===== src/rtl/lc3b_types_pkg.sv =====
// ---------------------------------------------------------------------------
// lc3b_types
//   Shared LC-3b decode types: the machine word, the 4-bit opcode encoding
//   and the MSB positions of every immediate/offset field in the IR.
//   No ports (package).
// ---------------------------------------------------------------------------
package lc3b_types;

   typedef logic [15:0] lc3b_word;

   typedef enum logic [3:0] {
      op_br   = 4'b0000,
      op_add  = 4'b0001,
      op_ldb  = 4'b0010,
      op_stb  = 4'b0011,
      op_jsr  = 4'b0100,
      op_and  = 4'b0101,
      op_ldr  = 4'b0110,
      op_str  = 4'b0111,
      op_rti  = 4'b1000,
      op_not  = 4'b1001,
      op_ldi  = 4'b1010,
      op_sti  = 4'b1011,
      op_jmp  = 4'b1100,
      op_shf  = 4'b1101,
      op_lea  = 4'b1110,
      op_trap = 4'b1111
   } lc3b_opcode;

   localparam int IMM_IMM5_MSB   = 4;   // ADD/AND imm5
   localparam int IMM_OFF6_MSB   = 5;   // LDB/STB/LDR/STR/LDI/STI offset6
   localparam int IMM_OFF9_MSB   = 8;   // BR/LEA PCoffset9
   localparam int IMM_OFF11_MSB  = 10;  // JSR PCoffset11
   localparam int IMM_TRAP8_MSB  = 7;   // TRAP trapvect8
   localparam int IMM_SHAMT4_MSB = 3;   // SHF amount4
   localparam int IMM_ADD_MODE   = 5;   // ir[5]: register vs immediate operand
   localparam int IMM_JSR_MODE   = 11;  // ir[11]: JSR (offset) vs JSRR (register)

endpackage


===== src/rtl/imm_gen_pipe_extract.sv =====
// ---------------------------------------------------------------------------
// imm_extract
//   Combinational IR decode: picks the immediate field for the opcode,
//   extends it to WORD_W bits and applies the <<1 word scaling where the
//   instruction addresses words.
//   ir_i      : 16-bit instruction word
//   imm_o     : extended/scaled immediate (WORD_W bits)
//   use_imm_o : instruction consumes imm_o
//   pc_rel_o  : imm_o is a PC-relative offset
// ---------------------------------------------------------------------------
module imm_extract
   import lc3b_types::*;
#(
   parameter int WORD_W = 16
) (
   input  lc3b_word          ir_i,
   output logic [WORD_W-1:0] imm_o,
   output logic              use_imm_o,
   output logic              pc_rel_o
);

   lc3b_opcode        op;
   logic [WORD_W-1:0] sext5, sext6, sext9, sext11, zext4, zext8;

   assign op = lc3b_opcode'(ir_i[15:12]);

   assign sext5  = {{(WORD_W-IMM_IMM5_MSB-1){ir_i[IMM_IMM5_MSB]}},   ir_i[IMM_IMM5_MSB:0]};
   assign sext6  = {{(WORD_W-IMM_OFF6_MSB-1){ir_i[IMM_OFF6_MSB]}},   ir_i[IMM_OFF6_MSB:0]};
   assign sext9  = {{(WORD_W-IMM_OFF9_MSB-1){ir_i[IMM_OFF9_MSB]}},   ir_i[IMM_OFF9_MSB:0]};
   assign sext11 = {{(WORD_W-IMM_OFF11_MSB-1){ir_i[IMM_OFF11_MSB]}}, ir_i[IMM_OFF11_MSB:0]};
   assign zext4  = {{(WORD_W-IMM_SHAMT4_MSB-1){1'b0}},               ir_i[IMM_SHAMT4_MSB:0]};
   assign zext8  = {{(WORD_W-IMM_TRAP8_MSB-1){1'b0}},                ir_i[IMM_TRAP8_MSB:0]};

   // Word scaling happens after extension so the sign bit lands at WORD_W-1.
   function automatic logic [WORD_W-1:0] scale2(input logic [WORD_W-1:0] v);
      return {v[WORD_W-2:0], 1'b0};
   endfunction

   always_comb begin
      imm_o     = '0;
      use_imm_o = 1'b0;
      pc_rel_o  = 1'b0;
      case (op)
         op_add, op_and: begin
            imm_o     = sext5;
            use_imm_o = ir_i[IMM_ADD_MODE];
         end
         op_br, op_lea: begin
            imm_o     = scale2(sext9);
            use_imm_o = 1'b1;
            pc_rel_o  = 1'b1;
         end
         op_jsr: begin
            // JSRR takes its target from a register: no immediate at all.
            if (ir_i[IMM_JSR_MODE]) begin
               imm_o     = scale2(sext11);
               use_imm_o = 1'b1;
               pc_rel_o  = 1'b1;
            end
         end
         op_ldb, op_stb: begin
            imm_o     = sext6;
            use_imm_o = 1'b1;
         end
         op_ldr, op_str, op_ldi, op_sti: begin
            imm_o     = scale2(sext6);
            use_imm_o = 1'b1;
         end
         op_shf: begin
            imm_o     = zext4;
            use_imm_o = 1'b1;
         end
         op_trap: begin
            imm_o     = scale2(zext8);
            use_imm_o = 1'b1;
         end
         default: ;
      endcase
   end

endmodule


===== src/rtl/imm_gen_pipe.sv =====
// ---------------------------------------------------------------------------
// imm_gen_pipe
//   Two-stage immediate/offset generator for the LC-3b decode path.
//   Stage 1 registers the decoded immediate and PC, stage 2 registers the
//   outputs together with the PC-relative target. Valid/ready handshake with
//   backpressure and a flush that empties both stages.
//   clk, rst_n          : clock, asynchronous active-low reset
//   flush               : drop everything in flight
//   in_valid/in_ready   : input handshake; in_ir (16b), in_pc (PC+2, WORD_W)
//   out_valid/out_ready : output handshake
//   out_imm             : extended/scaled immediate
//   out_use_imm         : instruction consumes out_imm
//   out_pc_rel          : out_target is meaningful
//   out_target          : pc + imm, wrapping at WORD_W bits (0 if not PC-rel)
// ---------------------------------------------------------------------------
module imm_gen_pipe
   import lc3b_types::*;
#(
   parameter int WORD_W     = 16,
   parameter bit REL_ADD_EN = 1'b1
) (
   input  logic              clk,
   input  logic              rst_n,
   input  logic              flush,
   input  logic              in_valid,
   output logic              in_ready,
   input  lc3b_word          in_ir,
   input  logic [WORD_W-1:0] in_pc,
   output logic              out_valid,
   input  logic              out_ready,
   output logic [WORD_W-1:0] out_imm,
   output logic              out_use_imm,
   output logic              out_pc_rel,
   output logic [WORD_W-1:0] out_target
);

   logic [WORD_W-1:0] ext_imm;
   logic              ext_use_imm, ext_pc_rel;

   logic              vld_p1_q, vld_p1_d;
   logic [WORD_W-1:0] imm_p1_q, imm_p1_d, pc_p1_q, pc_p1_d;
   logic              use_imm_p1_q, use_imm_p1_d, pc_rel_p1_q, pc_rel_p1_d;

   logic              vld_p2_q, vld_p2_d;
   logic [WORD_W-1:0] imm_p2_q, imm_p2_d, tgt_p2_q, tgt_p2_d;
   logic              use_imm_p2_q, use_imm_p2_d, pc_rel_p2_q, pc_rel_p2_d;

   logic              s1_adv, s2_adv;
   logic [WORD_W-1:0] rel_target;

   imm_extract #(.WORD_W(WORD_W)) u_extract (
      .ir_i      (in_ir),
      .imm_o     (ext_imm),
      .use_imm_o (ext_use_imm),
      .pc_rel_o  (ext_pc_rel)
   );

   assign s2_adv   = !vld_p2_q || out_ready;
   assign s1_adv   = !vld_p1_q || s2_adv;
   assign in_ready = s1_adv || flush;

   // Non-relative instructions (or a build without the adder) report target 0.
   assign rel_target = (REL_ADD_EN && pc_rel_p1_q) ? (pc_p1_q + imm_p1_q) : '0;

   always_comb begin
      vld_p1_d     = vld_p1_q;
      imm_p1_d     = imm_p1_q;
      pc_p1_d      = pc_p1_q;
      use_imm_p1_d = use_imm_p1_q;
      pc_rel_p1_d  = pc_rel_p1_q;
      vld_p2_d     = vld_p2_q;
      imm_p2_d     = imm_p2_q;
      tgt_p2_d     = tgt_p2_q;
      use_imm_p2_d = use_imm_p2_q;
      pc_rel_p2_d  = pc_rel_p2_q;

      if (flush) begin
         // Flush wins over any new beat; data regs keep stale contents.
         vld_p1_d = 1'b0;
         vld_p2_d = 1'b0;
      end else begin
         if (s2_adv) begin
            vld_p2_d = vld_p1_q;
            if (vld_p1_q) begin
               imm_p2_d     = imm_p1_q;
               tgt_p2_d     = rel_target;
               use_imm_p2_d = use_imm_p1_q;
               pc_rel_p2_d  = pc_rel_p1_q;
            end
         end
         if (s1_adv) begin
            vld_p1_d = in_valid;
            if (in_valid) begin
               imm_p1_d     = ext_imm;
               pc_p1_d      = in_pc;
               use_imm_p1_d = ext_use_imm;
               pc_rel_p1_d  = ext_pc_rel;
            end
         end
      end
   end

   // ---- stage 1: decoded immediate + PC ----
   always_ff @(posedge clk or negedge rst_n) begin
      if (!rst_n) begin
         vld_p1_q     <= 1'b0;
         imm_p1_q     <= '0;
         pc_p1_q      <= '0;
         use_imm_p1_q <= 1'b0;
         pc_rel_p1_q  <= 1'b0;
      end else begin
         vld_p1_q     <= vld_p1_d;
         imm_p1_q     <= imm_p1_d;
         pc_p1_q      <= pc_p1_d;
         use_imm_p1_q <= use_imm_p1_d;
         pc_rel_p1_q  <= pc_rel_p1_d;
      end
   end

   // ---- stage 2: output registers + target ----
   always_ff @(posedge clk or negedge rst_n) begin
      if (!rst_n) begin
         vld_p2_q     <= 1'b0;
         imm_p2_q     <= '0;
         tgt_p2_q     <= '0;
         use_imm_p2_q <= 1'b0;
         pc_rel_p2_q  <= 1'b0;
      end else begin
         vld_p2_q     <= vld_p2_d;
         imm_p2_q     <= imm_p2_d;
         tgt_p2_q     <= tgt_p2_d;
         use_imm_p2_q <= use_imm_p2_d;
         pc_rel_p2_q  <= pc_rel_p2_d;
      end
   end

   assign out_valid   = vld_p2_q;
   assign out_imm     = imm_p2_q;
   assign out_target  = tgt_p2_q;
   assign out_use_imm = use_imm_p2_q;
   assign out_pc_rel  = pc_rel_p2_q;

endmodule


===== config.mk =====
export PLATFORM = sky130hd
export DESIGN_NAME = imm_gen_pipe
export DESIGN_NICKNAME = d
export VERILOG_FILES = /design/src/rtl/lc3b_types_pkg.sv /design/src/rtl/imm_gen_pipe_extract.sv /design/src/rtl/imm_gen_pipe.sv
export SDC_FILE = /design/constraint.sdc
export NUM_CORES = 1
export LEC_CHECK = 0
export ABC_CLOCK_PERIOD_IN_PS = 5800
export CAP_MARGIN = 10
export CORE_ASPECT_RATIO = 0.6
export CORE_MARGIN = 3
export CORE_UTILIZATION = 57
export CTS_BUF_LIST = sky130_fd_sc_hd__clkbuf_8
export CTS_CLUSTER_SIZE = 24
export DETAILED_ROUTE_END_ITERATION = 8
export PLACE_DENSITY = 0.92
export SYNTH_ARGS = -nofsm -noshare
export SYNTH_HDL_FRONTEND = slang
export SYNTH_SLANG_ARGS = --single-unit

===== constraint.sdc =====
create_clock -name clk -period 5.8 [get_ports clk]
set_clock_uncertainty 0.15 [all_clocks]
set_input_delay 1.16 -clock clk [delete_from_list [all_inputs] [get_ports clk]]
set_output_delay 1.16 -clock clk [all_outputs]
set_load 0.005 [all_outputs]

==> metrics.txt, run 1 <==
routed length per instance 17.52 um; pin slew with the least headroom to its limit 1.042 ns; most numerous cell in the Yosys netlist dfrtp_1; CP max-delay cell clkdlybuf4s50_1; hold depth 2; WP data arrival around 2.4 ns; setup violators final 0; minimum clock period 3.702 ns; Post-synth top cells dfrtp_1, nand2_1, mux2_2; largest net degree at the start of global routing 63; nets 450; RSZ-0062 raised after global routing no; number of synthesized register bits between 60 and 70; WL met1 around 3900 um; CTS buffer count 9; Max Root-Sink Buffers 2; DR top layer met4; clk root buf clkbuf_8; die height 65.84 um; status finished, final reports clean; fin area 4339 um^2; Detail Placement HPWL 6190 um; reg-to-reg critical path endpoint out_target[14]$_DFFE_PN0P_; CTS tree done; # fillers about 380; initial antenna violation count 0; Cell Area, Synth 3402 um^2; synth top area cells dfrtp_1, mux2_2, ha_1, nand2_1, o21ai_0; Req. time, crit path 4.49 ns; Clock Pin Slew Worst Setup and Hold Paths 0.07 ns; EDFF count, synth 0; Max-slew headroom 0.3034; Post-Syn Instances 327; GRT overflow 0; R2R setup slack 3.26 ns; CTS H-Tree Depth 3; Leak 1.949 nW; Synth Flop Type dfrtp_1; # DRC 0; final worst-path cycle share 0.6383; post-route setup TNS 0 ns; CP most frequent cell clkdlybuf4s50_1; Post-Syn Nets 380; crit start category primary input; Clock Latency Late Sink around 0.35 ns; die area 6962 um^2; layout cells sized above 1 0.1393; I/O pin total between 70 and 80; DR vias/cell 6.068; Iter 0 DRT Violations just under 200; Worst Hold Class reg2reg; post-synth cell types 61; synthesis warning total 0; Hold Vio Cnt, Final 0; async set-or-reset flop fraction in the synthesized netlist 1.000; Rows 21; wirelength, routed ~8400 um; Max Cap Viol 0; post-CTS sizing 0; fmax around 270 MHz; Final Wtd Congestion ~0.91; WHS Endpoint out_pc_rel$_DFFE_PN0P_; Final Slew Violations 0; critical path, cell by cell clkdlybuf4s50_1, nor2b_1, nand2_1, clkdlybuf4s50_1; crit-path max cell delay 0.45 ns; crit-path max FO 3; R2R cell count 8; leading area contributor after synthesis dfrtp_1; I/O Buffers 72; met3 WL post-DR 708 um; Die X between 100 and 150 um; antenna diode count 0; First-pass DRT Iterations 5; core area 5675 um^2; Cell Area, Placed about 4100 um^2; vias in the first global route 2714; register area share after synthesis 0.4561; Post-DRT Antenna Nets 0; Worst IR Drop VDD 0.1774 mV; Starting Density 0.5994; origin of the critical flop-to-flop path imm_p1_q[0]$_DFFE_PN0P_; via count 2925; Critical Path End Type primary output; clk sink count 62; Crit Path Class in2out; Synth Area per Inst 10.40 um^2; metal2 WL 3705 um; Hold Startpoint out_pc_rel$_DFFE_PN0P_; GRT Resource Usage Total 0.2530; Setup Buffers After CTS 0; Area growth, synth to finish 27.55%; global-route wire length before repair about 14000 um; Post-CTS Hold Buffers 0; Synth top area share 0.4561; Pwr Density 316.1 nW/um^2
==> through the flow <==
stage	std cells	total power, W	hold WS [ns]	worst slack [ns]	util
2_1_floorplan	327	0.0008023	0.2954	3.082	-
3_3_place_gp	466	0.0009606	0.3102	2.176	0.7286
3_5_place_dp	466	0.0009753	0.3229	2.117	0.7286
4_1_cts	482	0.001370	0.3409	2.115	0.7646
5_1_grt	482	0.001446	0.3590	2.020	0.7646
6_report	482	0.001372	0.3365	2.098	0.7646
==> power breakdown <==
group	leakage [nW]	switching, W	internal [W]
registers	0.799	0.0000502	0.000500
clock network	0.0968	0.000188	0.000203
logic	1.05	0.000205	0.000224
==> cells by family after synthesis <==
group / share of synthesized area
muxes: 0.09893
xor gates and xnor gates: 0.01287
and+or+nand+nor: 0.1125
AOI/OAI and AO/OA: 0.2122
adders and majority gates: 0.06105
buffers and inverters: 0.04634
DFF: 0.4561
==> cells in the final DEF (no fill, tap or decap), drive strengths merged, types with 5 or more instances in the layout <==
| cell | n |
|---|---|
| a21o | 8 |
| a21oi | 22 |
| a31oi | 5 |
| clkbuf | 9 |
| clkdlybuf4s50 | 71 |
| dfrtp | 62 |
| ha | 15 |
| inv | 17 |
| mux2 | 29 |
| nand2 | 35 |
| nand3 | 5 |
| nor2 | 8 |
| nor2b | 5 |
| o21ai | 25 |
| o31ai | 7 |
==> state kept, by name, summed over array words and instances (netlist names) <==
name,count
use_imm_p1_q,1
imm_p1_q,12
out_pc_rel,1
out_valid,1
pc_p1_q,16
out_imm,12
vld_p1_q,1
pc_rel_p1_q,1
out_target,16
out_use_imm,1
==> per-layer routing <==
layer  vias up  GRT usage
met1      1421     0.3657
met5         -          0
li1       1343          -
met2       142     0.3929
met3        19    0.06439
met4         0    0.04523
==> how the worst max path moves through the flow <==
stage,startpoint,endpoint,slack (ns)
final,flush,in_ready,2.10
after global routing,flush,in_ready,2.02
after CTS,flush,in_ready,2.12
after detailed placement,flush,in_ready,2.12
after global placement,flush,in_ready,2.18
after floorplan,flush,in_ready,3.08
==> cell type report <==
cell class / instances / area [um^2] / share of cell area
clock buffer: 9 / 123.9 / 0.02855
clock inverter: 7 / 80.08 / 0.01845
multi-input combinational: 235 / 1693 / 0.3901
timing repair buffer: 75 / 738.2 / 0.1701
tap: 80 / 100.1 / 0.02307
inverter: 14 / 52.55 / 0.01211
sequential: 62 / 1551 / 0.3576
==> critical path: cells and delay by family <==
family | cells | cell delay, ns
buffers and inverters | 2 | 0.90
and+or+nand+nor | 2 | 0.34
No activity file was read; power rests on OpenSTA's default activity.
==> inputs of run 2 (changes only) <==
ABC_CLOCK_PERIOD_IN_PS = 3700   (was 5800)
CORE_UTILIZATION = 53   (was 57)
PLACE_DENSITY = 0.87   (was 0.92)
clock period = 3.7 ns   (was 5.8 ns; I/O delays follow)
==> run 2 against run 1 <==
- via count increased by 0.82%
- core utilization decreased by 2.5 points
- worst hold slack got worse by 0.043 ns
- combinational power increased by 58%
- setup slack got worse by 1.2 ns
- count of clock-buffer cells in the layout increased by 2
- critical path type unchanged
- critical endpoint unchanged
- largest cell class unchanged
==> metrics.txt, run 2 (synthesized netlist as in run 1, its figures left out) <==
Multi-input gate area 1693 um^2 (unchanged); largest delay contributor family on the critical path buffers and inverters; fmax 351.1 MHz; crit-path max cell delay 0.46 ns (about the same); Max Cap Viol 0 (unchanged); Max Root-Sink Buffers 2 (unchanged); I/O Buffers 72 (unchanged); Worst Hold Class in2async; die height 68.06 um (+3.4%); die area 7448 um^2 (+7.0%); CTS H-Tree Depth 3 (unchanged); minimum clock period approximately 2.8 ns; Post-DRT Antenna Nets 0 (unchanged); Final Wtd Congestion 0.9513 (+4.3%); wirelength, routed 8636 um (+2.3%); clk root buf clkbuf_8; commonest non-fill, non-tap cell in the layout clkdlybuf4s50_1; Critical Path End in_ready; CP max-delay cell clkdlybuf4s50_1; Critical Path End Type primary output; Iter 0 DRT Violations 285 (+46%); final worst-path cycle share 0.7697; crit-path max FO 3 (unchanged); routed length per instance 17.84 um (+1.9%); Req. time, crit path 2.81 ns (-1.68 ns); antenna diode count 0 (unchanged); Clock Latency Late Sink 0.34 ns (about the same); GRT Resource Usage Total 0.2552 (+0.002197); FF+latch area 1551 um^2 (unchanged); Finished Layout Cells 484 (+0.41%); Clock Pin Slew Worst Setup and Hold Paths 0.07 ns (about the same); core area 5886 um^2 (+3.7%); global-route wire length before repair 14150 um (+3.6%); initial antenna violation count 0 (unchanged); crit start category primary input; post-route setup TNS 0 ns (unchanged); GRT overflow 0 (unchanged); CTS tree done; Leak 1.969 nW (+1.0%); R2R setup slack 1.13 ns (-2.13 ns); Post-CTS Hold Buffers 0 (unchanged); Setup Buffers After CTS 0 (unchanged); Max-slew headroom 0.5245 (+0.2211); placed cells 468 (+0.43%); Hold Vio Cnt, Final 0 (unchanged); nets 452 (+0.44%); Worst IR Drop VDD 0.2806 mV (+58%); Detail Placement HPWL 6644 um (+7.3%); status finished, final reports clean; CP most frequent cell clkdlybuf4s50_1; DR vias/cell 6.093 (+0.40%); critical path, cell by cell clkdlybuf4s50_1, nor2b_1, nand2_1, clkdlybuf4s50_1; CTS buffer count 9 (unchanged); Critical path origin flush; RSZ-0062 raised after global routing no; Die X 109.4 um (+3.5%); post-CTS sizing 0 (unchanged); I/O pin total 73 (unchanged); Rows 21 (unchanged); setup violators final 0 (unchanged); Pwr Density 492.7 nW/um^2 (+56%); vias in the first global route 2750 (+1.3%); Stages on worst setup path 4 (unchanged); largest net degree at the start of global routing 35 (-44%); Crit Path Class in2out; # fillers 424 (+11%); most frequent cells in the layout clkdlybuf4s50_1, dfrtp_1, nand2_1; First-pass DRT Iterations 4 (-1); Pwr Total 0.002144 W (+56%); via count 2949 (+0.82%); pin slew with the least headroom to its limit 0.7133 ns (-0.3291 ns); clk sink count 62 (unchanged); CP bufs+invs 2 (unchanged); WP data arrival 1.96 ns (-0.43 ns); origin of the critical flop-to-flop path imm_p1_q[1]$_DFFE_PN0P_; R2R cell count 6 (-2); Final Slew Violations 0 (unchanged); layout cells sized above 1 0.1386 (-0.0006896); Starting Density 0.5780 (-0.02141); Area growth, synth to finish 27.91%; # DRC 0 (unchanged); reg-to-reg critical path endpoint out_target[11]$_DFFE_PN0P_
==> run 2: cell count changes in the layout (fill, tap and decap cells not counted), sizes merged <==
| cell | previous run | this run |
|---|---|---|
| buf | 4 | 6 |
| clkbuf | 9 | 11 |
| clkinvlp | 2 | 1 |
| inv | 17 | 16 |
==> run 2: layout make-up <==
class / count / area share
inverters: 14 / 0.01208
clock buffers: 11 / 0.03479
well taps: 80 / 0.02300
repair buffers: 77 / 0.1731
clock inverters: 5 / 0.01150
multi-input cells: 235 / 0.3890
flip-flops and latches: 62 / 0.3565
==> run 2: worst register-to-register path: cells and delay by family (launching register included) <==
family | cells | cell delay [ns]
fa+ha+maj | 1 | 0.34
compound gates | 5 | 1.54
flops | 1 | 0.43
==> run 2: how the worst min path moves through the flow <==
stage	from	end	cells after the start
floorplan	rst_n	imm_p1_q[0]$_DFFE_PN0P_	0
global placement	out_target[7]$_DFFE_PN0P_	out_target[7]$_DFFE_PN0P_	2
detailed placement	use_imm_p1_q$_DFFE_PN0P_	use_imm_p1_q$_DFFE_PN0P_	1
CTS	rst_n	out_target[1]$_DFFE_PN0P_	1
global route	rst_n	out_target[1]$_DFFE_PN0P_	1
finish	rst_n	out_target[1]$_DFFE_PN0P_	1
==> run 2: report_power, final <==
part | switching, W | internal [W] | total (W)
clock | 0.000259 | 0.000342 | 0.000601
combinational | 0.000327 | 0.000353 | 0.000679
sequential | 0.0000794 | 0.000785 | 0.000864
==> run 2: per-stage QoR <==
stage	utilization	instance area, um^2	setup slack (ns)	hold slack, ns
after global placement	0.7051	4150	0.9162	0.3099
final	0.7394	4352	0.8520	0.2935
after floorplan	-	3402	1.444	0.2944
after CTS	0.7394	4352	0.8485	0.3009
after detailed placement	0.7051	4150	0.8227	0.3161
after global routing	0.7394	4352	0.7967	0.3427
==> run 2: routing by layer <==
metal	GRT usage	share of wire
met3	0.06315	0.091
met2	0.3716	0.42
met5	0	0
met4	0.08865	0.014
met1	0.3714	0.48
==> inputs of run 3 (changes only) <==
ABC_CLOCK_PERIOD_IN_PS = 2500   (was 3700)
CORE_UTILIZATION = 48   (was 53)
PLACE_DENSITY = 0.83   (was 0.87)
clock period = 2.5 ns   (was 3.7 ns; I/O delays follow)
==> run 3 against run 2 <==
- sequential cell count is the same
- critical path depth grew 4
- final area grew 2.4%
- via count shrank 3.0%
- global-route usage shrank 3.0 points
- first-iteration DRC count shrank 38%
- worst hold slack gained 0.035 ns
- largest power group unchanged
==> metrics.txt, run 3 (synthesized netlist as in run 1, its figures left out) <==
vias in the first global route 2765 (+0.55%); clk sink count 62 (unchanged); Critical path origin imm_p1_q[0]$_DFFE_PN0P_; internal power 0.002268 W (+53%); worst hold margin 0.3288 ns (+0.03531 ns); GRT Resource Usage Total 0.2248 (-0.03034); placed cells 481 (+2.8%); # fillers 545 (+29%); CTS buffer count 9 (unchanged); Rows 23 (+9.5%); largest net degree at the start of global routing 27 (-23%); I/O Buffers 72 (unchanged); Crit Path Class reg2reg; setup violators final 0 (unchanged); antenna diode count 0 (unchanged); Post-DRT Antenna Nets 0 (unchanged); CTS tree done; global-route wire length before repair 14300 um (+1.1%); Max Cap Viol 0 (unchanged); Area growth, synth to finish 31.00%; reg-to-reg critical path endpoint out_target[14]$_DFFE_PN0P_; fin area 4457 um^2 (+2.4%); Req. time, crit path 2.60 ns (-0.21 ns); GRT overflow 0 (unchanged); Leak 2.005 nW (+1.8%); post-route setup TNS 0 ns (unchanged); Iter 0 DRT Violations 178 (-38%); I/O pin total 73 (unchanged); Max-slew headroom 0.7460 (+0.2216); Sw Share 0.3095 (-0.0006959); Worst IR Drop VDD 0.4608 mV (+64%); minimum clock period 2.369 ns; Reg power frac 0.389 (-0.014); Clock Latency Late Sink 0.35 ns (about the same); Cell Area, Placed 4204 um^2 (+1.3%); initial antenna violation count 0 (unchanged); WP data arrival 2.47 ns (+0.51 ns); status finished, final reports clean; die height 71.21 um (+4.6%); nets 460 (+1.8%); R2R setup slack 0.13 ns (-1.00 ns); commonest non-fill, non-tap cell in the layout clkdlybuf4s50_1; RSZ-0062 raised after global routing no; clk root buf clkbuf_8; # DRC 0 (unchanged); Comb pwr share 0.312 (-0.005); crit-path max FO 6 (+3); clock share of power 0.299 (+0.019); Pwr Density 736.9 nW/um^2 (+50%); Worst Hold Class reg2reg; final worst-path cycle share 0.9477; DR vias/cell 5.731 (-5.9%); Starting Density 0.5031 (-0.07497); Max Root-Sink Buffers 2 (unchanged); Hold Vio Cnt, Final 0 (unchanged); CTS H-Tree Depth 3 (unchanged); Clock Pin Slew Worst Setup and Hold Paths 0.07 ns (about the same); NetSw 0.001016 W (+53%); Pwr Total 0.003284 W (+53%); pin slew with the least headroom to its limit 0.3713 ns (-0.3420 ns); layout cells sized above 1 0.1626 (+0.02401); wirelength, routed 8613 um (-0.27%); Detail Placement HPWL 6755 um (+1.7%); core area 6763 um^2 (+15%); Final Slew Violations 0 (unchanged); fmax 422.1 MHz; routed length per instance 17.26 um (-3.3%); R2R cell count 8 (+2); origin of the critical flop-to-flop path imm_p1_q[0]$_DFFE_PN0P_; crit start category flip-flop; Finished Layout Cells 499 (+3.1%); Critical Path End Type flip-flop; most frequent cells in the layout clkdlybuf4s50_1, dfrtp_1, nand2_1; Critical Path End out_target[14]$_DFFE_PN0P_; die area 8167 um^2 (+9.7%); First-pass DRT Iterations 5 (+1); Final Wtd Congestion 0.9263 (-2.6%); via count 2860 (-3.0%); Die X 114.7 um (+4.8%)
[run 3: area by class of cell]
cell class / count / area (um^2) / share of cell area
Sequential cell: 62 / 1551 / 0.3481
Timing Repair Buffer: 85 / 815.8 / 0.1830
Clock buffer: 9 / 123.9 / 0.02779
Clock inverter: 7 / 97.59 / 0.02190
Tap cell: 87 / 108.9 / 0.02442
Multi-Input combinational cell: 235 / 1707 / 0.3829
Inverter: 14 / 52.55 / 0.01179
[run 3: through the flow]
step,setup slack (ns),utilization
6_report,0.1308,0.6590
5_1_grt,0.01614,0.6590
4_1_cts,0.08784,0.6559
3_5_place_dp,0.1014,0.6216
3_3_place_gp,0.1475,0.6216
2_1_floorplan,0.2439,-
[run 3: repair_timing]
item / 4_1_cts / 5_1_grt
setup buffers: 0 / 1
setup endpoints to repair: 0 / 4
hold buffers: 1 / 0
hold endpoints to repair: 13 / 0
gates resized for setup: 0 / 3
[run 3: how the worst min path moves through the flow]
stage | startpoint | end | slack [ns] | cells past startpoint
after floorplan | rst_n | imm_p1_q[0]$_DFFE_PN0P_ | 0.05 | 0
after global placement | rst_n | out_target[3]$_DFFE_PN0P_ | 0.26 | 1
after detailed placement | rst_n | out_target[1]$_DFFE_PN0P_ | 0.27 | 1
after CTS | out_pc_rel$_DFFE_PN0P_ | out_pc_rel$_DFFE_PN0P_ | 0.33 | 2
after global routing | out_target[7]$_DFFE_PN0P_ | out_target[7]$_DFFE_PN0P_ | 0.36 | 2
final | out_pc_rel$_DFFE_PN0P_ | out_pc_rel$_DFFE_PN0P_ | 0.33 | 2
[run 3: worst max-delay path: stages (launching register included)]
cell	delay, ns
dfrtp_1	0.41
ha_2	0.21
inv_1	0.07
fa_1	0.17
and2b_2	0.24
o31a_4	0.31
o211a_1	0.25
o31a_1	0.28
o31ai_1	0.18
[run 3: metal layers]
metal  vias to the layer above  track usage  share of wire
li1                       1364            -              -
met1                      1370       0.3493           0.50
met2                       114       0.3140           0.41
met3                        12      0.06414          0.081
met4                         0      0.04480         0.0072
met5                         -            0              0
[run 3: power groups by stage]
stage / combinational, W / clock (W) / sequential [W]
3_5_place_dp: 0.00100 / 0 / 0.00129
2_1_floorplan: 0.000594 / 0 / 0.00127
4_1_cts: 0.00101 / 0.00100 / 0.00128
6_report: 0.00103 / 0.000982 / 0.00128
3_3_place_gp: 0.000981 / 0 / 0.00129
5_1_grt: 0.00113 / 0.00105 / 0.00130
==> variant 1: new RTL, flow settings as in run 1 <==
The package constant `IMM_IMM5_MSB` goes from 4 to 6.
--- a/src/rtl/lc3b_types_pkg.sv
+++ b/src/rtl/lc3b_types_pkg.sv
@@ -27,7 +27,7 @@
       op_trap = 4'b1111
    } lc3b_opcode;
 
-   localparam int IMM_IMM5_MSB   = 4;   // ADD/AND imm5
+   localparam int IMM_IMM5_MSB   = 6;   // ADD/AND imm5
    localparam int IMM_OFF6_MSB   = 5;   // LDB/STB/LDR/STR/LDI/STI offset6
    localparam int IMM_OFF9_MSB   = 8;   // BR/LEA PCoffset9
    localparam int IMM_OFF11_MSB  = 10;  // JSR PCoffset11
Formal check against the unedited RTL: not equivalent (Yosys sat finds a counterexample within 4 cycles, from zero or initial values and one cycle with rst_n low).
==> variant 1 against run 1 <==
- die area is 0.71% lower
- routed wire length is 1.3% lower
- first-iteration DRC count is 16% lower
- non-clock buffer count is 1 lower
- critical path type unchanged
- largest power group unchanged
- sequential cell count stayed put
- final area is 0.40% lower
- power is 1.3% higher
- fmax hardly changed
- critical path depth stayed put
- synthesized area is 0.77% lower
- worst setup slack better by 0.0036 ns
==> variant 1: results (changes against run 1) <==
stage	metric	value	unit	change
status	outcome	finished clean		
detailed_routing	drt-wirelength-per-cell	17.43	um	-0.48%
timing	tightest_slew	1.185	ns	+0.1422 ns
die	placementRows	21		unchanged
yosys	yosys-top-cells-count	62 x dfrtp_1, 39 x nand2_1, 29 x mux2_2		
placed_design	dp.cells	462		-0.86%
yosys	yosys.cell_types.count	57		-6.6%
finish	fin_nets	446		-0.89%
timing	setup_tns	0	ns	unchanged
detailed_routing	vias	2844		-2.8%
yosys	syn_inst	323		-1.2%
yosys	syn_nets	376		-1.1%
pwr	switching_share	0.3001		-0.02362
pwr	leakage	1.957	nW	+0.39%
global_route	use_met3	0.06477		+0.0003791
yosys	seq_area_frac_synth	0.4596		+0.003550
critical_path	reg2reg_slack	3.28	ns	+0.02 ns
global_route	grt_util_met1	0.3642		-0.001556
global_route	grtUsageMet2	0.3730		-0.01984
finish	final_cells	478		-0.83%
global_route	grt_pass1_wl	13440	um	-1.5%
finish	layout-drive-gt1-share	0.1357		-0.003625
yosys	netlist_top_cells_area	dfrtp_1 46%, mux2_2 9.7%, ha_1 5.6%, nand2_1 4.3%, o21ai_0 3.7%		
global_route	grt_pass1_vias	2679		-1.3%
finish	fillers	394		+3.1%
global_route	grt.total_usage	0.2531		about the same
min_path	worstHoldPathType	reg -> reg		
placed_design	gp_congestion	0.9418		+3.2%
global_route	grt_max_degree	63		unchanged
placed_design	dpl.hpwl	6223	um	+0.53%
detailed_routing	drtIter0Drc	163		-16%
critical_path	r2r-start	imm_p1_q[0]		
critical_path	crit_arrival	2.39	ns	about the same
critical_path	crit_fanout	3		unchanged
pwr	peakVddDrop	0.1452	mV	-18%
cts	path_clk_slew	0.06	ns	
==> variant 1: area by class of cell <==
class | instances | share of cell area
inverters | 11 | 0.009554
flip-flops and latches | 62 | 0.3590
clock inverters | 6 | 0.01795
repair buffers | 74 | 0.1691
well taps | 80 | 0.02316
clock buffers | 10 | 0.03185
multi-input cells | 235 | 0.3894
==> variant 1: stage by stage <==
| stage | util | total power, mW | hold WS [ns] | area (um^2) | worst slack, ns |
|---|---|---|---|---|---|
| after global placement | 0.7269 | 0.9606 | 0.3100 | 4106 | 2.177 |
| after detailed placement | 0.7269 | 0.9744 | 0.3177 | 4106 | 2.107 |
| after floorplan | - | 0.8003 | 0.2954 | 3376 | 3.082 |
| final | 0.7650 | 1.389 | 0.3302 | 4322 | 2.101 |
| after CTS | 0.7650 | 1.390 | 0.3337 | 4322 | 2.104 |
| after global routing | 0.7650 | 1.463 | 0.3522 | 4322 | 2.014 |
==> variant 1: cell families (layout without fill, tap and decap cells) <==
| group | Yosys count | after routing | synth area share |
|---|---|---|---|
| DFF | 62 | 62 | 0.4596 |
| AOI/OAI and AO/OA | 105 | 105 | 0.2098 |
| and+or+nand+nor | 79 | 79 | 0.1145 |
| muxes | 30 | 30 | 0.09970 |
| xor gates and xnor gates | 5 | 5 | 0.01297 |
| buffers and inverters | 26 | 101 | 0.04188 |
| adders and majority gates | 16 | 16 | 0.06153 |
==> variant 1: worst max path at each step <==
stage | startpoint | end | slack (ns) | depth (start not counted)
after floorplan | flush | in_ready | 3.08 | 2
after global placement | flush | in_ready | 2.18 | 4
after detailed placement | flush | in_ready | 2.11 | 4
after CTS | flush | in_ready | 2.10 | 4
after global routing | flush | in_ready | 2.01 | 4
final | flush | in_ready | 2.10 | 4
==> variant 1: power groups by stage <==
stage / clock network (mW) / logic [mW] / registers [mW]
floorplan: 0 / 0.254 / 0.547
global route: 0.439 / 0.466 / 0.558
global placement: 0 / 0.407 / 0.554
finish: 0.412 / 0.427 / 0.550
CTS: 0.419 / 0.421 / 0.550
detailed placement: 0 / 0.417 / 0.557
==> variant 1: routing by layer <==
metal  vias to the layer above  wire length, um
met3                        14              556
li1                       1332                -
met5                         -                0
met2                       103             3506
met4                         0              149
met1                      1395             4120
==> variant 1: worst max-delay path, stage by stage <==
cell	delay, ns
clkdlybuf4s50_1	0.45
nor2b_1	0.22
nand2_1	0.10
clkdlybuf4s50_1	0.45
==> variant 2: new RTL, settings of run 1 <==
Without the edit above. Take the reset off `imm_p1_q` and load it in a clocked block of its own.
--- a/src/rtl/imm_gen_pipe.sv
+++ b/src/rtl/imm_gen_pipe.sv
@@ -104,17 +104,19 @@
    always_ff @(posedge clk or negedge rst_n) begin
       if (!rst_n) begin
          vld_p1_q     <= 1'b0;
-         imm_p1_q     <= '0;
          pc_p1_q      <= '0;
          use_imm_p1_q <= 1'b0;
          pc_rel_p1_q  <= 1'b0;
       end else begin
          vld_p1_q     <= vld_p1_d;
-         imm_p1_q     <= imm_p1_d;
          pc_p1_q      <= pc_p1_d;
          use_imm_p1_q <= use_imm_p1_d;
          pc_rel_p1_q  <= pc_rel_p1_d;
       end
+   end
+
+   always_ff @(posedge clk) begin
+      imm_p1_q <= imm_p1_d;
    end
 
    // ---- stage 2: output registers + target ----
Function: same outputs for any inputs over 4 cycles, from zero or initial values and one cycle with rst_n low; that may be too few to reach the edited logic, so the function may still have changed.
==> variant 2 against run 1 <==
- synthesized cell count shrank 7.6%
- sequential share of layout area grew 2.6 points
- sequential power shrank 2%
- sequential cell count is the same
- hold slack lost 0.013 ns
- power shrank 6.5%
- synthesized area shrank 4.5%
- worst setup slack gained 0.045 ns
- final area shrank 3.3%
- clock power grew 2%
- cell count shrank 6.0%
- routed wire length shrank 7.2%
==> variant 2: results (changes against run 1) <==
stage	metric	value	unit	change
status	outcome	finished clean		
yosys	netlist_top_cells_area	dfrtp_1 39%, edfxtp_1 11%, mux2_2 9.7%, ha_1 5.8%, nand2_1 4.7%		
yosys	syn_nets	355		-6.6%
critical_path	r2r_cells	8		unchanged
critical_path	critPathMaxStageDelay	0.52	ns	+0.07 ns
min_path	whs_path_depth	2		unchanged
min_path	worstHoldPathType	reg -> reg		
min_path	min_to	out_pc_rel		
min_path	min-delay-start	out_pc_rel		
pwr	leakage	1.824	nW	-6.4%
timing	whs	0.3230	ns	-0.01344 ns
detailed_routing	vias	2658		-9.1%
yosys	syn_inst	302		-7.6%
cts	cts_setup_buffers	0		unchanged
global_route	grt-ovfl-total	0		unchanged
detailed_routing	drtIter0Drc	165		-15%
critical_path	crit_arrival	2.35	ns	-0.04 ns
placed_design	dp.cells	437		-6.2%
global_route	antenna_found_initial	0		unchanged
pwr	peakVddDrop	0.1617	mV	-8.9%
cts	cts_resized	0		unchanged
critical_path	r2r-start	imm_p1_q[0]		
global_route	grt.total_usage	0.2605		+0.007503
timing	tightest_slew	1.082	ns	+0.03967 ns
yosys	yosys.cell_types.count	49		-20%
yosys	yosys-top-cells-count	50 x dfrtp_1, 41 x nand2_1, 28 x mux2_2		
yosys	synthFlopType	dfrtp_1		
finish	fillers	333		-13%
placed_design	dpl_worst_slack	2.145	ns	+0.02788 ns
placed_design	dpl.hpwl	5539	um	-11%
critical_path	crit_fanout	4		+1
cts	root_buffer	clkbuf_8		
detailed_routing	drt-wirelength-per-cell	17.29	um	-1.3%
global_route	grt_pass1_wl	13010	um	-4.7%
placed_design	gp_congestion	0.9030		-1.0%
finish	layout-drive-gt1-share	0.1170		-0.02228
detailed_routing	first_pass_iters	5		unchanged
critical_path	crit_path_top_delay_cell	clkdlybuf4s50_1		
global_route	grt_max_degree	51		-19%
finish	n_antenna_cell	0		unchanged
placed_design	portBuffers	72		unchanged
cts	clock_latency	0.34	ns	
cts	h-tree-depth	3		unchanged
placed_design	dpl_cell_area	0.003990	mm^2	-3.5%
yosys	synth_edf_count	12		+12
cts	clockBufferDepth	2		unchanged
yosys	synthArstFlopShare	0.8065		-0.1935
yosys	yosys_warnings	0		unchanged
finish	syn_to_final_growth	29.15	%	
cts	path_clk_slew	0.06	ns	
global_route	grt_pass1_vias	2640		-2.7%
cts	cts_buffers	9		unchanged
finish	final_cells	453		-6.0%
critical_path	reg2reg_slack	2.57	ns	-0.69 ns
yosys	seq_area_frac_synth	0.4960		+0.03991
detailed_routing	ant_nets	0		unchanged
critical_path	r2r_end	out_target[14]		
finish	fin_nets	424		-5.8%
==> variant 2: worst max-delay path, delay by kind of cell <==
family                 cells  cell delay (ns)
and+or+nand+nor            2             0.16
buffers and inverters      2             1.03
==> variant 2: worst max path at each step <==
stage,startpoint,endpoint,slack (ns),cells past startpoint
2_1_floorplan,out_ready,in_ready,3.12,2
3_3_place_gp,out_ready,in_ready,2.18,4
3_5_place_dp,out_ready,in_ready,2.15,4
4_1_cts,out_ready,in_ready,2.14,4
5_1_grt,out_ready,in_ready,2.10,4
6_report,out_ready,in_ready,2.14,4
==> variant 2: area by class of cell <==
cell class | count | share of cell area
clock buffers | 9 | 0.02952
clock inverters | 7 | 0.01968
inverters | 11 | 0.009839
multi-input cells | 214 | 0.3617
flip-flops and latches | 62 | 0.3840
well taps | 77 | 0.02296
repair buffers | 73 | 0.1723
==> variant 2: report_power, final <==
group / leakage, nW / switching, mW / internal, mW
combinational: 0.969 / 0.161 / 0.184
sequential: 0.748 / 0.0360 / 0.502
clock: 0.107 / 0.164 / 0.236
==> variant 2: logic make-up (layout without fill, tap and decap cells) <==
| group | count (synthesis) | after routing | share of synthesized area |
|---|---|---|---|
| multiplexers | 28 | 28 | 0.09703 |
| AO/OA/AOI/OAI | 81 | 81 | 0.1625 |
| AND/OR/NAND/NOR | 82 | 82 | 0.1248 |
| buffers and inverters | 26 | 100 | 0.03697 |
| flip-flops | 62 | 62 | 0.4960 |
| XOR/XNOR | 7 | 7 | 0.01887 |
| adder cells (fa/ha/maj) | 16 | 16 | 0.06392 |
==> variant 2: routing by layer <==
layer  track usage  wire (um)  up-vias
met5             0          0        -
met4       0.07270        104        0
met3       0.08280        635       14
met2        0.4056       3565      128
met1        0.3520       3528     1270
li1              -          -     1246
